File: src/rtl/mtm_alu_deserializer_if.sv
// Serial-in / parallel-out bundle between the MTM ALU input pin and its core.
interface mtm_alu_deserializer_if;
  logic        sin;
  logic [31:0] a;
  logic [31:0] b;
  logic [2:0]  op;
  logic        out_valid;
  logic        err_data;
  logic        err_crc;

  modport master (output sin, input a, b, op, out_valid, err_data, err_crc);
  modport slave  (input sin, output a, b, op, out_valid, err_data, err_crc);
endinterface

File: src/rtl/mtm_alu_deserializer.sv
// MTM ALU frame receiver: assembles 11-bit serial words into {B, A, OP},
// checks framing and CRC-4, and strobes the result to the ALU core.
module mtm_alu_deserializer (
  input  logic                   clk,
  input  logic                   rst,
  mtm_alu_deserializer_if.slave  bus
);

  localparam logic [2:0] IDLE   = 3'd0;
  localparam logic [2:0] TYPE   = 3'd1;
  localparam logic [2:0] DATA   = 3'd2;
  localparam logic [2:0] STOP   = 3'd3;
  localparam logic [2:0] RESYNC = 3'd4;

  logic [2:0]  state_q, state_d;
  logic [2:0]  bcnt_q, bcnt_d;
  logic        type_q, type_d;
  logic [7:0]  shreg_q, shreg_d;
  logic [3:0]  wcnt_q, wcnt_d;
  logic [63:0] buf_q, buf_d;
  logic [31:0] a_q, a_d;
  logic [31:0] b_q, b_d;
  logic [2:0]  op_q, op_d;
  logic        vld_q, vld_d;
  logic        errd_q, errd_d;
  logic        errc_q, errc_d;
  logic        abort;
  logic [3:0]  crc;

  // x^4+x+1 over {B, A, 1, OP}, MSB first, zero seed; evaluated while in STOP
  function automatic logic [3:0] crc4(input logic [67:0] msg);
    logic [3:0] c;
    logic       fb;
    c = 4'b0000;
    for (int i = 67; i >= 0; i--) begin
      fb = c[3] ^ msg[i];
      c  = {c[2:0], 1'b0} ^ (fb ? 4'b0011 : 4'b0000);
    end
    return c;
  endfunction

  assign crc = crc4({buf_q, 1'b1, shreg_q[6:4]});

  always_comb begin
    state_d = state_q;
    bcnt_d  = bcnt_q;
    type_d  = type_q;
    shreg_d = shreg_q;
    wcnt_d  = wcnt_q;
    buf_d   = buf_q;
    a_d     = a_q;
    b_d     = b_q;
    op_d    = op_q;
    vld_d   = 1'b0;
    errd_d  = 1'b0;
    errc_d  = 1'b0;
    abort   = 1'b0;
    case (state_q)
      IDLE:   if (!bus.sin) state_d = TYPE;
      TYPE: begin
        type_d  = bus.sin;
        bcnt_d  = 3'd7;
        state_d = DATA;
      end
      DATA: begin
        shreg_d = {shreg_q[6:0], bus.sin};
        bcnt_d  = bcnt_q - 3'd1;
        if (bcnt_q == 3'd0) state_d = STOP;
      end
      STOP: begin
        if (bus.sin) begin
          state_d = IDLE;
          if (!type_q) begin
            // bytes shift in at the bottom so eight words leave {B, A} in buf
            if (wcnt_q != 4'd8) begin
              buf_d  = {buf_q[55:0], shreg_q};
              wcnt_d = wcnt_q + 4'd1;
            end else begin
              abort = 1'b1;
            end
          end else if (wcnt_q != 4'd8 || shreg_q[7]) begin
            abort = 1'b1;
          end else begin
            vld_d  = 1'b1;
            errc_d = (crc != shreg_q[3:0]);
            b_d    = buf_q[63:32];
            a_d    = buf_q[31:0];
            op_d   = shreg_q[6:4];
            wcnt_d = 4'd0;
          end
        end else begin
          state_d = RESYNC;
          abort   = 1'b1;
        end
      end
      RESYNC: if (bus.sin) state_d = IDLE;
      default: state_d = IDLE;
    endcase
    if (abort) begin
      vld_d  = 1'b1;
      errd_d = 1'b1;
      wcnt_d = 4'd0;
    end
  end

  always_ff @(posedge clk) begin
    if (!rst) begin
      state_q <= IDLE;
      bcnt_q  <= 3'd0;
      type_q  <= 1'b0;
      shreg_q <= 8'd0;
      wcnt_q  <= 4'd0;
      buf_q   <= 64'd0;
      a_q     <= 32'd0;
      b_q     <= 32'd0;
      op_q    <= 3'd0;
      vld_q   <= 1'b0;
      errd_q  <= 1'b0;
      errc_q  <= 1'b0;
    end else begin
      state_q <= state_d;
      bcnt_q  <= bcnt_d;
      type_q  <= type_d;
      shreg_q <= shreg_d;
      wcnt_q  <= wcnt_d;
      buf_q   <= buf_d;
      a_q     <= a_d;
      b_q     <= b_d;
      op_q    <= op_d;
      vld_q   <= vld_d;
      errd_q  <= errd_d;
      errc_q  <= errc_d;
    end
  end

  assign bus.a         = a_q;
  assign bus.b         = b_q;
  assign bus.op        = op_q;
  assign bus.out_valid = vld_q;
  assign bus.err_data  = errd_q;
  assign bus.err_crc   = errc_q;

endmodule

File: src/flat_wrapper.sv
// flat-port wrapper written by rule: the top's interface ports become plain ports
module mtm_alu_deserializer_flat 
  (clk, rst, bus_sin, bus_a, bus_b, bus_op, bus_out_valid, bus_err_data, bus_err_crc);
  mtm_alu_deserializer_if bus_i ();
  input  logic clk;
  input  logic rst;
  input wire logic [$bits(bus_i.sin)-1:0] bus_sin;
  output wire logic [$bits(bus_i.a)-1:0] bus_a;
  output wire logic [$bits(bus_i.b)-1:0] bus_b;
  output wire logic [$bits(bus_i.op)-1:0] bus_op;
  output wire logic [$bits(bus_i.out_valid)-1:0] bus_out_valid;
  output wire logic [$bits(bus_i.err_data)-1:0] bus_err_data;
  output wire logic [$bits(bus_i.err_crc)-1:0] bus_err_crc;
  assign bus_i.sin = bus_sin;
  assign bus_a = bus_i.a;
  assign bus_b = bus_i.b;
  assign bus_op = bus_i.op;
  assign bus_out_valid = bus_i.out_valid;
  assign bus_err_data = bus_i.err_data;
  assign bus_err_crc = bus_i.err_crc;
  mtm_alu_deserializer u_core (.clk(clk), .rst(rst), .bus(bus_i));
endmodule
File: config.mk
export PLATFORM = sky130hd
export DESIGN_NAME = mtm_alu_deserializer_flat
export DESIGN_NICKNAME = d
export VERILOG_FILES = /design/src/rtl/mtm_alu_deserializer_if.sv /design/src/rtl/mtm_alu_deserializer.sv /design/src/flat_wrapper.sv
export SDC_FILE = /design/constraint.sdc
export NUM_CORES = 1
export LEC_CHECK = 0
export CORE_ASPECT_RATIO = 0.7
export CORE_UTILIZATION = 40
export CTS_BUF_LIST = sky130_fd_sc_hd__clkbuf_16
export DETAILED_ROUTE_END_ITERATION = 8
export GPL_TIMING_DRIVEN = 0
export SLEW_MARGIN = 20
export SYNTH_ARGS = -nofsm -noshare
export SYNTH_HDL_FRONTEND = slang
export SYNTH_SLANG_ARGS = --single-unit
File: constraint.sdc
create_clock -name clk -period 3.4 [get_ports clk]
set_input_delay 0.51 -clock clk [delete_from_list [all_inputs] [get_ports clk]]
set_output_delay 0.51 -clock clk [all_outputs]
set_load 0.02 [all_outputs]
; ---- Word-level counts from Yosys, hierarchy flattened
; Index checks and enable logic that the tools add are counted.
[totals]
output_inout_bits = 70
ff_bits = 153
word_cells = 261
[classes]
n_reduce_logical = 11
add_sub_neg = 2
eq_ne = 10
n_mux = 88
n_bitwise = 138
[ops]
columns = op, n
row1 = 4-bit bitwise XOR, 67
row2 = 2-bit two-way mux, 68
row3 = 1-bit bitwise XOR, 65
row4 = 3-bit case mux with 5 select lines, 1
row5 = 3-bit two-way mux, 4
row6 = 4-bit two-way mux, 3
row7 = 4-bit AND reduction, 3
row8 = 1-bit two-way mux, 11
row9 = "3-bit by 2-bit equality test with 1-bit output, second input constant", 2
row10 = 3-bit zero test, 2
row11 = "2-bit inequality test, second input constant", 3
row12 = 3-bit case mux with 2 select lines, 1
row13 = 1-bit inverter, 5
row14 = 5-bit OR reduction, 1
row15 = "4-bit by 1-bit adder with 4-bit output, second input constant", 1
row16 = 4-bit inequality test, 1
row17 = "4-bit inequality test, second input constant", 1
row18 = 2-bit nonzero test, 2
row19 = "3-bit by 1-bit equality test with 1-bit output, second input constant", 1
row20 = "3-bit equality test, second input constant", 1
row21 = 3-bit AND reduction, 1
row22 = "3-bit by 1-bit subtractor with 3-bit output, second input constant", 1
row23 = "2-bit by 1-bit inequality test with 1-bit output, second input constant", 1
row24 = 2-bit OR reduction, 1
row25 = other kinds (2), 2

; ---- Longest topological paths before layout
[logic_depth]
ltp_word = 201
ltp_mapped = 10
ltp_nobuf = 8

; ---- Least setup slack after synthesis
; No wires, ideal clock.
[synth_timing]
path_kind = register to register
startpoint = register u_core.buf_q[60]
endpoint = register u_core.errc_q (netlist: u_core.bus.err_crc)
setup_ns = 0.127
t_arrival_ns = 2.717
n_path_buf = 0
setup_slack_ns = 0.557
required_time_ns = 3.273
path_stages_with_launch = 9
path_cell_list = dfxtp_1 -> xnor2_1 -> xnor3_2 -> xnor3_2 -> xor3_1 -> xnor3_4 -> or2_2 -> mux2i_1 -> a221oi_2
[synth_via]
elab_chain_len = 110
elab_cells_between_ends = 189
[synth_lines]
columns = item, line
row1 = from (decl), mtm_alu_deserializer.sv:20  ; logic [63:0] buf_q, buf_d;
row2 = from (signal assigned), mtm_alu_deserializer.sv:126  ; buf_q <= buf_d;
row3 = 1-bit bitwise XOR (*), mtm_alu_deserializer.sv:36  ; fb = c[3] ^ msg[i];
row4 = 2-bit two-way mux (*), mtm_alu_deserializer.sv:37  ; c = {c[2:0], 1'b0} ^ (fb ? 4'b0011 : 4'b0000);
row5 = 4-bit bitwise XOR (*) (3 in a row), mtm_alu_deserializer.sv:37
row6 = 1-bit bitwise XOR, mtm_alu_deserializer.sv:36
row7 = 2-bit two-way mux, mtm_alu_deserializer.sv:37
row8 = 4-bit bitwise XOR (*) (3 in a row), mtm_alu_deserializer.sv:37
row9 = 1-bit bitwise XOR, mtm_alu_deserializer.sv:36
row10 = 2-bit two-way mux, mtm_alu_deserializer.sv:37
row11 = [85 not listed], -
row12 = 4-bit bitwise XOR (*) (3 in a row), mtm_alu_deserializer.sv:37
row13 = 1-bit bitwise XOR, mtm_alu_deserializer.sv:36
row14 = 2-bit two-way mux, mtm_alu_deserializer.sv:37
row15 = 4-bit bitwise XOR (*) (4 in a row), mtm_alu_deserializer.sv:37
row16 = 1-bit bitwise XOR or 2-bit two-way mux (tied branches), "mtm_alu_deserializer.sv:36, mtm_alu_deserializer.sv:37"
row17 = 2-bit two-way mux or 4-bit bitwise XOR (tied branches), mtm_alu_deserializer.sv:37
row18 = 4-bit bitwise XOR (*), mtm_alu_deserializer.sv:37
row19 = 4-bit inequality test (*), mtm_alu_deserializer.sv:85  ; errc_d = (crc != shreg_q[3:0]);
row20 = to (signal assigned), mtm_alu_deserializer.sv:132  ; errc_q <= errc_d;
row21 = to (decl), mtm_alu_deserializer.sv:26  ; logic errc_q, errc_d;
; Every way passes the cells marked *; elsewhere a longest branch is shown, timed or not.
; A chain may end at the register's enable or synchronous reset.

; ---- Final worst setup path
[layout_timing]
startpoint = register u_core.buf_q[55]
endpoint = register u_core.errc_q (netlist: u_core.bus.err_crc)
[layout_via]
elab_chain_len = 101
elab_cells_between_ends = 174
[layout_lines]
columns = item, line
row1 = 1-bit bitwise XOR (*), mtm_alu_deserializer.sv:36
row2 = 2-bit two-way mux (*), mtm_alu_deserializer.sv:37
row3 = 4-bit bitwise XOR (*) (3 in a row), mtm_alu_deserializer.sv:37
row4 = 1-bit bitwise XOR or 4-bit bitwise XOR (tied branches), "mtm_alu_deserializer.sv:36, mtm_alu_deserializer.sv:37"
row5 = 2-bit two-way mux or 1-bit bitwise XOR (tied branches), "mtm_alu_deserializer.sv:37, mtm_alu_deserializer.sv:36"
row6 = 4-bit bitwise XOR (*) (3 in a row), mtm_alu_deserializer.sv:37
row7 = 1-bit bitwise XOR or 4-bit bitwise XOR (tied branches), "mtm_alu_deserializer.sv:36, mtm_alu_deserializer.sv:37"
row8 = 2-bit two-way mux or 1-bit bitwise XOR (tied branches), "mtm_alu_deserializer.sv:37, mtm_alu_deserializer.sv:36"
row9 = [75 not listed], -
row10 = 4-bit bitwise XOR (*) (4 in a row), mtm_alu_deserializer.sv:37
row11 = 1-bit bitwise XOR or 2-bit two-way mux (tied branches), "mtm_alu_deserializer.sv:36, mtm_alu_deserializer.sv:37"
row12 = 2-bit two-way mux or 4-bit bitwise XOR (tied branches), mtm_alu_deserializer.sv:37
row13 = 4-bit bitwise XOR (*) (4 in a row), mtm_alu_deserializer.sv:37
row14 = "1-bit bitwise XOR, or another cell as far along", mtm_alu_deserializer.sv:36
row15 = 2-bit two-way mux or 4-bit bitwise XOR (tied branches), mtm_alu_deserializer.sv:37
row16 = 4-bit bitwise XOR (*), mtm_alu_deserializer.sv:37
row17 = 4-bit inequality test (*), mtm_alu_deserializer.sv:85
; Marks and branches as above.

==> impl_results.md <==
* Cell count after synthesis at a little under 800
* # resized after CTS at 0
* RSZ-0062 raised after global routing: false
* Measured slew at the worst slew-check pin at ~1.1 ns
* Ports at 73
* Post-DP Area at between 0.007 and 0.008 sq mm
* Routability cong. at 0.838
* Req. time, crit path at 3.73 ns
* Layout cell share with drive strength beyond 1 at roughly 4.0%
* CTS tree: yes
* Outcome: finished, final reports clean
* Fmax at between 300 and 400 MHz
* H-tree levels at 4
* Max Cap Viol at 0
* Mapped Area at about 0.0070 sq mm
* CP peak stage delay at 0.50 ns
* Worst setup EP type: register
* Final clock skew at between 0.006 and 0.007 ns
* Fillers at about 1,600
* CP arrival at between 3 and 4 ns
* Post-CTS Hold Buffers at 0
* Antenna diodes at 0
* Total gr overflow at 0
* Largest net degree at the start of global routing at 17
* Max stage delay cell, worst path: xnor3_1
* Drt wl/cell at approximately 16 um
* Final worst path period share at between 90% and 100%
* Placed insts at between 1,000 and 1,500
* Cell family with most CP delay: XOR/XNOR gates
* Cell Pwr Density at 438 mW/mm^2
* Die width at roughly 160 um
* Port bufs at 72
* Final wirelength at between 15 and 20 mm
* Post-DP HPWL at between 10 and 15 mm
* Rel. slew slack at about 27%
* Sequential share of the synthesized area at about 44%
* Vias in the first global route at approximately 5,300
* Global-route wire length before repair at approximately 28 mm
* 1st-iter DRT viols at about 350
* Final setup viols at 0
* Final min period at roughly 3.3 ns
* Post-synthesis register bit count at 153
* Chip height at ~110 um
* First-pass detailed-route iteration total at 5
* Final cell count without fillers at ~1,100
* CP max FO at 5
* Post-Syn Area per Cell at approximately 8.9 sq um
* Clock Latency Late Sink at roughly 0.43 ns
* Buffer depth of the longest clock path at 2
* Via count at 5,422
* Setup repair bufs after CTS at 0
* CTS sink count at roughly 150
* Num CTS Buffers at 17
* Cell area after layout at about 0.0085 sq mm
* Routed Antenna Nets at 0
* All-Layer GR Usage at 20.4%
* Total chip power at ~3.7 mW
* Initial antenna violation count at 0
* Vias per cell at a little under 5
* Buf+Inv Stages, Crit Path at 0
* Die ar. at around 0.018 sq mm
* CP startpoint kind: register
* Type of the worst min-delay path: register to register
* Synth Warn # at 0
* Critical path class: register to register
* Netlist cell types at 33
* CTS Root Buffer Type: clkbuf_16
* Syn_nets at 789
* Final hold violations at 0
* Num rows at 39
* Initial Utilization at about two fifths
* Maximum vdd drop at roughly 0.00027 V
* Reg clk slew, reported paths at ~0.060 ns
* Core Footprint at between 0.015 and 0.02 sq mm
* TNS Setup at 0 ns
* Layout Nets at 880
* Leak pwr at slightly below 3 nW
* CP Cell Sequence: xnor3_1 -> xnor2_1 -> xnor3_1 -> xnor2_1 -> xnor2_1 -> xnor3_1 -> and3_4 -> a221oi_2
* Residual DRC at 0
* Final core utilization at slightly above 50%
* Max Slew Vio Count at 0
* Area Growth Syn to Fin at 22.2%
## Yosys cell counts
library cell | number | area share (%)
nand2_1 | 270 | 15
dfxtp_1 | 153 | 44
a21boi_0 | 132 | 14
xnor2_1 | 66 | 8.3
clkbuf_1 | 43 | 2.3
xor2_1 | 15 | 1.9
xnor3_1 | 13 | 4.2
mux2i_1 | 11 | 1.6
nor2b_1 | 10 | 0.90
nor2_1 | 9 | 0.48
a21oi_1 | 7 | 0.50
inv_1 | 6 | 0.32
o21ai_0 | 6 | 0.43
buf_1 | 4 | 0.22
ha_1 | 4 | 0.72
nand2b_1 | 4 | 0.36
nor3_1 | 4 | 0.29
xor3_1 | 4 | 1.4
and2_1 | 3 | 0.27
or2_2 | 3 | 0.27
xnor3_2 | 2 | 0.68
xnor3_4 | 2 | 0.75
a221oi_2 | 1 | 0.22
a22oi_1 | 1 | 0.11
and3_4 | 1 | 0.16
nand3b_1 | 1 | 0.11
nand4_1 | 1 | 0.090
nor3b_1 | 1 | 0.11
o21a_1 | 1 | 0.11
o21bai_1 | 1 | 0.11
or3_1 | 1 | 0.090
or4b_2 | 1 | 0.14
xnor2_2 | 1 | 0.23
## flip-flops by register name (all words and copies together), names as in the netlist, 3 cells and up
| name | cells |
|---|---|
| u_core.bcnt_q | 3 |
| u_core.buf_q | 64 |
| u_core.bus.a | 32 |
| u_core.bus.b | 32 |
| u_core.bus.op | 3 |
| u_core.shreg_q | 8 |
| u_core.state_q | 3 |
| u_core.wcnt_q | 4 |
## final timing paths
| path | startpoint | endpoint | slack (ns) | cells past startpoint |
|---|---|---|---|---|
| worst max-delay path | u_core.buf_q[55] | u_core.bus.err_crc | 0.15 | 8 |
| worst min-delay path | u_core.bus.a[9] | u_core.bus.a[9] | 0.46 | 2 |
| worst max register to register | u_core.buf_q[55] | u_core.bus.err_crc | 0.15 | 8 |
| worst min register to register | u_core.bus.a[9] | u_core.bus.a[9] | 0.46 | 2 |
## cell families after synthesis
kind of cell,share of synthesized area [%]
adders and majority gates,0.718
DFF,43.9
xor gates and xnor gates,17.4
and+or+nand+nor,17.8
muxes,1.58
AOI/OAI and AO/OA,15.7
buffers and inverters,2.85
## layer usage
| metal | GRT usage, % | vias to the layer above | part of all wire, % |
|---|---|---|---|
| met5 | 0 | - | 0 |
| met4 | 6.22 | 0 | 1.5 |
| met3 | 5.28 | 22 | 5.9 |
| met2 | 28.6 | 148 | 39 |
| met1 | 30.4 | 2536 | 53 |
| li1 | - | 2716 | - |
## cells in the final DEF (no fill, tap or decap), types with 4 or more instances in the layout
master,count
a21oi_1,7
clkinv_2,4
inv_1,9
o21ai_0,6
mux2i_1,11
dfxtp_1,153
xnor3_1,13
nand2_1,270
a21boi_0,132
nor2b_1,10
clkinv_1,5
clkbuf_1,43
xor3_1,4
nor3_1,4
clkdlybuf4s50_1,72
ha_1,4
xnor2_1,66
nor2_1,9
buf_1,4
nand2b_1,4
xor2_1,15
clkbuf_16,17
## stage by stage
step	hold slack, ns	setup slack [ns]
global placement	0.454	0.205
detailed placement	0.460	0.189
CTS	0.469	0.162
floorplan	0.448	0.557
global route	0.486	0.0196
finish	0.464	0.150
## tightest hold or removal path, cell delays in order (launching register included)
cell,delay (ns)
dfxtp_1,0.30
nand2_1,0.05
a21boi_0,0.06
## report_power, final
group / total (mW) / internal (mW) / leakage [nW] / switching (mW)
Sequential: 1.82 / 1.81 / 1.23 / 0.0121
Clock: 1.77 / 1.05 / 0.281 / 0.717
Combinational: 0.146 / 0.0607 / 1.38 / 0.0855
Total: 3.73 / 2.92 / 2.89 / 0.814
## cell type report
| class | instances | area (sq um) | share of cell area, % |
|---|---|---|---|
| multi-input combinational | 576 | 3710 | 43.5 |
| sequential | 153 | 3060 | 36.0 |
| timing repair buffer | 72 | 721 | 8.46 |
| clock buffer | 17 | 425 | 4.99 |
| tap | 225 | 282 | 3.31 |
| buffer | 47 | 176 | 2.07 |
| clock inverter | 15 | 119 | 1.40 |
| inverter | 6 | 22.5 | 0.264 |
Note: power is estimated with default switching activity, not from simulation.
==> patch 1: new RTL, config.mk and constraints unchanged <==
Reset style: asynchronous (`rst`), changed in one clocked block.
--- a/src/rtl/mtm_alu_deserializer.sv
+++ b/src/rtl/mtm_alu_deserializer.sv
@@ -103,7 +103,7 @@
     end
   end
 
-  always_ff @(posedge clk) begin
+  always_ff @(posedge clk or negedge rst) begin
     if (!rst) begin
       state_q <= IDLE;
       bcnt_q  <= 3'd0;
Behaviour: no difference found for any inputs over 10 cycles, from zero or initial values and one cycle with rst low; that may be too few to reach the edited logic, so the function may still have changed.
==> patch 1 against the original RTL <==
Sequential cell count did not move; core utilization fell by 0.71 points; synthesized area rose by 0.72%; non-clock buffer count fell by 30; hold slack got worse by 0.39 ns; first-iteration DRC count fell by 58%; synthesized cell count fell by 43%; design area rose by 1.4%; die area rose by 0.71%; global-route usage fell by 3.6 points; critical endpoint is now u_core.bus.b[21]; worst setup slack improved by 0.32 ns; wire length fell by 20%.
Power is not compared: it rests on default switching activity, and its combinational part moved more than twofold at a synthesized area within 25%.
==> patch 1: results (changes against the original RTL) <==
status=complete, no violations (unchanged); fraction of synthesized area in multiplexers=22.7% (was 1.58%); Max Used Layer=met4 (unchanged); Synth Area in Compound Gates=1.02% (was 15.7%); Cell variety after synth=28 (was 33); GRT Resource Usage Total=16.9% (was 20.4%); first-pass GRT wire length=22.8 mm (was 28.3 mm); pre-CTS WS=-0.156 ns (was 0.189 ns); crit path from=u_core.state_q[1] (was u_core.buf_q[55]); largest net degree at the start of global routing=89 (was 17); Critical Path End=u_core.bus.b[21] (was u_core.bus.err_crc); Worst R2R Path Depth=6 (was 8); setup bufs post-CTS=0 (unchanged); Mapped Cells=448 (was 782); Clock Skew=0.00595 ns (was 0.00652 ns); Final Critical Period=2.93 ns (was 3.25 ns); TritonRoute pass-1 iters=4 (was 5); post-synthesis adder-cell area fraction=0.713% (was 0.718%); Worst path max stage delay=0.54 ns (was 0.50 ns); r2r setup slk=0.47 ns (was 0.15 ns); crit-path max FO=10 (was 5); met1 WL=7.55 mm (was 9.45 mm); CP top delay family=buffers and inverters (was XOR/XNOR gates); syn nets=455 (was 789); Synth area leaders=dfrtp_1 (55%), mux2_2 (22%), xnor3_1 (9.6%) (was dfxtp_1 (44%), nand2_1 (15%), a21boi_0 (14%)); drt initial violations=147 (was 352); CP max-delay cell=buf_1 (was xnor3_1); most frequent cells after synthesis=dfrtp_1 (153), mux2_2 (140), xnor2_1 (39) (was nand2_1 (270), dfxtp_1 (153), a21boi_0 (132)); share of layout cells above drive strength 1=30.9% (was 3.95%); post-synthesis xor/xnor area fraction=17.7% (was 17.4%); vias in the first global route=3990 (was 5268); post-route insts no fill=781 (was 1111); switch share=29.2%; Hold Path Class=input port to asynchronous set/reset pin (was register to register); GR Util met1=25.7% (was 30.4%); sequential area share after synthesis=54.5% (was 43.9%); CP arrival=3.24 ns (was 3.58 ns); met3 Use GR=4.03% (was 5.28%); met2 wire len=5.84 mm (was 6.92 mm); Nets=547 (was 880); Worst Tran Pin Value=0.704 ns (was 1.09 ns); FFs w/ async S/R, synth=100% (was 0%); DPL Wire Length=9.95 mm (was 13.0 mm); placed instance count=752 (was 1079)
## patch 1: how the worst min path moves through the flow
stage,slack (ns),from,end
after floorplan,0.21,rst,u_core.bcnt_q[0]
after global placement,0.45,u_core.bcnt_q[0],u_core.bcnt_q[0]
after detailed placement,0.46,u_core.bcnt_q[0],u_core.bcnt_q[0]
after CTS,0.09,rst,u_core.bus.b[3]
after global routing,0.12,rst,u_core.bus.b[9]
final,0.07,rst,u_core.bus.b[9]
## patch 1: layout make-up
cell class	count	area, um^2	share of cell area [%]
clock buffer	17	425	4.92
multi-input combinational	274	3130	36.2
clock inverter	12	136	1.58
buffer	16	60.1	0.695
timing repair buffer	73	753	8.72
inverter	5	18.8	0.217
tap	231	289	3.35
sequential	153	3830	44.3
## patch 1: kinds of logic (layout without fill, tap and decap cells)
group                      Yosys count  count (layout)
AOI/OAI and AO/OA                   13              13
xor gates and xnor gates            85              85
adders and majority gates            4               4
buffers and inverters               21             123
DFF                                153             153
muxes                              142             142
and+or+nand+nor                     30              30
## patch 1: power by group through the flow
| stage | combinational (mW) | sequential (mW) | clock (mW) |
|---|---|---|---|
| CTS | 2.22 | 2.34 | 1.88 |
| floorplan | 1.78 | 2.31 | 0 |
| detailed placement | 2.20 | 2.37 | 0 |
| global placement | 2.15 | 2.36 | 0 |
| global route | 2.41 | 2.38 | 1.94 |
| finish | 2.21 | 2.33 | 1.83 |
## patch 1: worst register-to-register path: cells and delay by family, from the launching register on
family                 cells  cell delay, ns
AND/OR/NAND/NOR            2            0.82
flip-flops                 1            0.32
buffers and inverters      3            1.28
multiplexers               1            0.41
## patch 1: repair_timing
action,CTS,global route
gates resized for setup,0,1
hold buffers,0,0
setup endpoints to repair,0,19
==> patch 2: new RTL, config.mk and constraints unchanged <==
Without the edit above. Take the reset off `b_q` and load it in a clocked block of its own.
--- a/src/rtl/mtm_alu_deserializer.sv
+++ b/src/rtl/mtm_alu_deserializer.sv
@@ -112,7 +112,6 @@
       wcnt_q  <= 4'd0;
       buf_q   <= 64'd0;
       a_q     <= 32'd0;
-      b_q     <= 32'd0;
       op_q    <= 3'd0;
       vld_q   <= 1'b0;
       errd_q  <= 1'b0;
@@ -125,12 +124,15 @@
       wcnt_q  <= wcnt_d;
       buf_q   <= buf_d;
       a_q     <= a_d;
-      b_q     <= b_d;
       op_q    <= op_d;
       vld_q   <= vld_d;
       errd_q  <= errd_d;
       errc_q  <= errc_d;
     end
+  end
+
+  always_ff @(posedge clk) begin
+    b_q <= b_d;
   end
 
   assign bus.a         = a_q;
Check against the original RTL: same outputs for any inputs over 10 cycles, from zero or initial values and one cycle with rst low; that may be too few to reach the edited logic, so the function may still have changed.
==> patch 2 against the original RTL <==
Sequential cell count did not move; first-iteration DRC count up 23%; largest cell class unchanged; design area grew 3.7%; the run now ends with setup timing left; wire length shrank 2.6%; synthesized cell count decreased by 11%; hold slack got worse by 0.023 ns; count of clock-buffer cells in the layout is the same; worst setup slack worse by 0.33 ns; core utilization up 0.42 points; synthesized area grew 0.95%; total power rose by 3.1%.
==> patch 2: results (changes against the original RTL) <==
status=complete, but fails checks (was complete, no violations); failing checks=setup timing; syn nets=704 (was 789); post-synthesis xor/xnor area fraction=20.3% (was 17.4%); Avg Inst Size Synth=10.1 um^2 (was 8.91 um^2); final hold slack=0.441 ns (was 0.464 ns); fraction of synthesized area in multiplexers=1.28% (was 1.58%); RD Place Congestion=0.819 (was 0.838); via count=5108 (was 5422); DPL Wire Length=12.6 mm (was 13.0 mm); setup_tns=-0.184 ns (was 0 ns); # fillers=1528 (was 1592); Hold Path End=u_core.bus.b[28] (was u_core.bus.a[9]); Syn-to-layout area delta=25.5% (was 22.2%); R2R Path Start=u_core.buf_q[60] (was u_core.buf_q[55]); final worst-path setup slack=-0.184 ns (was 0.150 ns); comb_multi_in=497 (was 576); Placed Area=8080 um^2 (was 7970 um^2); Final setup viols=1 (was 0); Root Buffer=clkbuf_16 (unchanged); post-DR wirelength/cell=16.6 um (was 15.9 um); fraction of area in multi-input gates=40.7% (was 43.5%); Reg power frac=48.6% (was 48.7%); Slew HR=52.3% (was 27.1%); Internal=2.99 mW (was 2.92 mW); Worst R2R Path Depth=11 (was 8); Gate power share=3.3% (was 3.9%); clk cell area share=6.52% (was 6.39%); drt initial violations=433 (was 352); Non-clk bufs=120 (was 119); Nets=803 (was 880); vias in the first global route=5023 (was 5268); largest net degree at the start of global routing=25 (was 17); post-synthesis adder-cell area fraction=0.711% (was 0.718%); LEAKAGE=3.07 nW (was 2.89 nW); VDD IR max=0.000270 V (was 0.000274 V); total power=3.85 mW (was 3.73 mW); most frequent cells after synthesis=nand2_1 (206), dfxtp_1 (121), a21boi_0 (100) (was nand2_1 (270), dfxtp_1 (153), a21boi_0 (132)); setup bufs post-CTS=9 (was 0); pre-CTS WS=-0.426 ns (was 0.189 ns); invs w/o clock=7 (was 6); GRT Resource Usage Total=19.9% (was 20.4%); post-route insts no fill=1040 (was 1111); Post-synth EDFFs=32 (was 0); CP arrival=3.89 ns (was 3.58 ns); Core Rows=40 (was 39); Signal buf overhead=10.8% (was 10.5%); Clock Skew=0.00673 ns (was 0.00652 ns); clk_lat worst skew=0.43 ns (about the same); Synth Area in Compound Gates=12.5% (was 15.7%); first-pass GRT wire length=27.3 mm (was 28.3 mm); input/output buffers=71 (was 72); Seq. cell area=3390 um^2 (was 3060 um^2); TritonRoute pass-1 iters=4 (was 5); Synth area leaders=dfxtp_1 (34%), edfxtp_1 (14%), nand2_1 (11%) (was dfxtp_1 (44%), nand2_1 (15%), a21boi_0 (14%)); sequential area share after synthesis=48.1% (was 43.9%); worst hold path startpoint=u_core.buf_q[60] (was u_core.bus.a[9]); Cell variety after synth=36 (was 33); hold depth=0 (was 2); share of layout cells above drive strength 1=9.15% (was 3.95%)
==> patch 2: changes by cell type in the layout (fill, tap and decap cells not counted), sizes merged, moves of 3 or more <==
cell      change
xnor3         +8
xnor2        -10
buf           +9
nand3b        +3
edfxtp       +32
clkbuf        -7
nand2        -64
clkinvlp      +5
xor2          +9
dfxtp        -32
nand3         +4
clkinv        -6
a21oi         +3
a21boi       -32
==> patch 2: worst max-delay path: stages, from the launching register on <==
cell,delay (ns)
dfxtp_1,0.33
clkbuf_4,0.18
xnor3_2,0.52
xnor3_1,0.25
xnor2_2,0.15
xnor3_1,0.37
xor3_2,0.44
xnor3_2,0.31
or3_1,0.41
a21oi_2,0.16
a211oi_1,0.07
o2111a_1,0.26
==> patch 2: worst max path at each step <==
| stage | slack (ns) | from | end | cells after the start |
|---|---|---|---|---|
| 6_report | -0.18 | u_core.buf_q[60] | u_core.bus.err_crc | 11 |
| 5_1_grt | -0.24 | u_core.buf_q[52] | u_core.bus.err_crc | 10 |
| 4_1_cts | -0.11 | u_core.buf_q[58] | u_core.bus.err_crc | 10 |
| 3_5_place_dp | -0.43 | u_core.buf_q[37] | u_core.bus.err_crc | 10 |
| 3_3_place_gp | -0.70 | bus_sin | u_core.bus.err_crc | 7 |
| 2_1_floorplan | 0.005 | u_core.buf_q[37] | u_core.bus.err_crc | 10 |
==> patch 2: layer usage <==
layer	track usage, %	vias to the layer above	part of all wire [%]
met5	0	-	0
met4	8.38	0	2.2
met3	4.18	32	5.2
met2	28.0	138	41
met1	29.3	2439	52
li1	-	2499	-
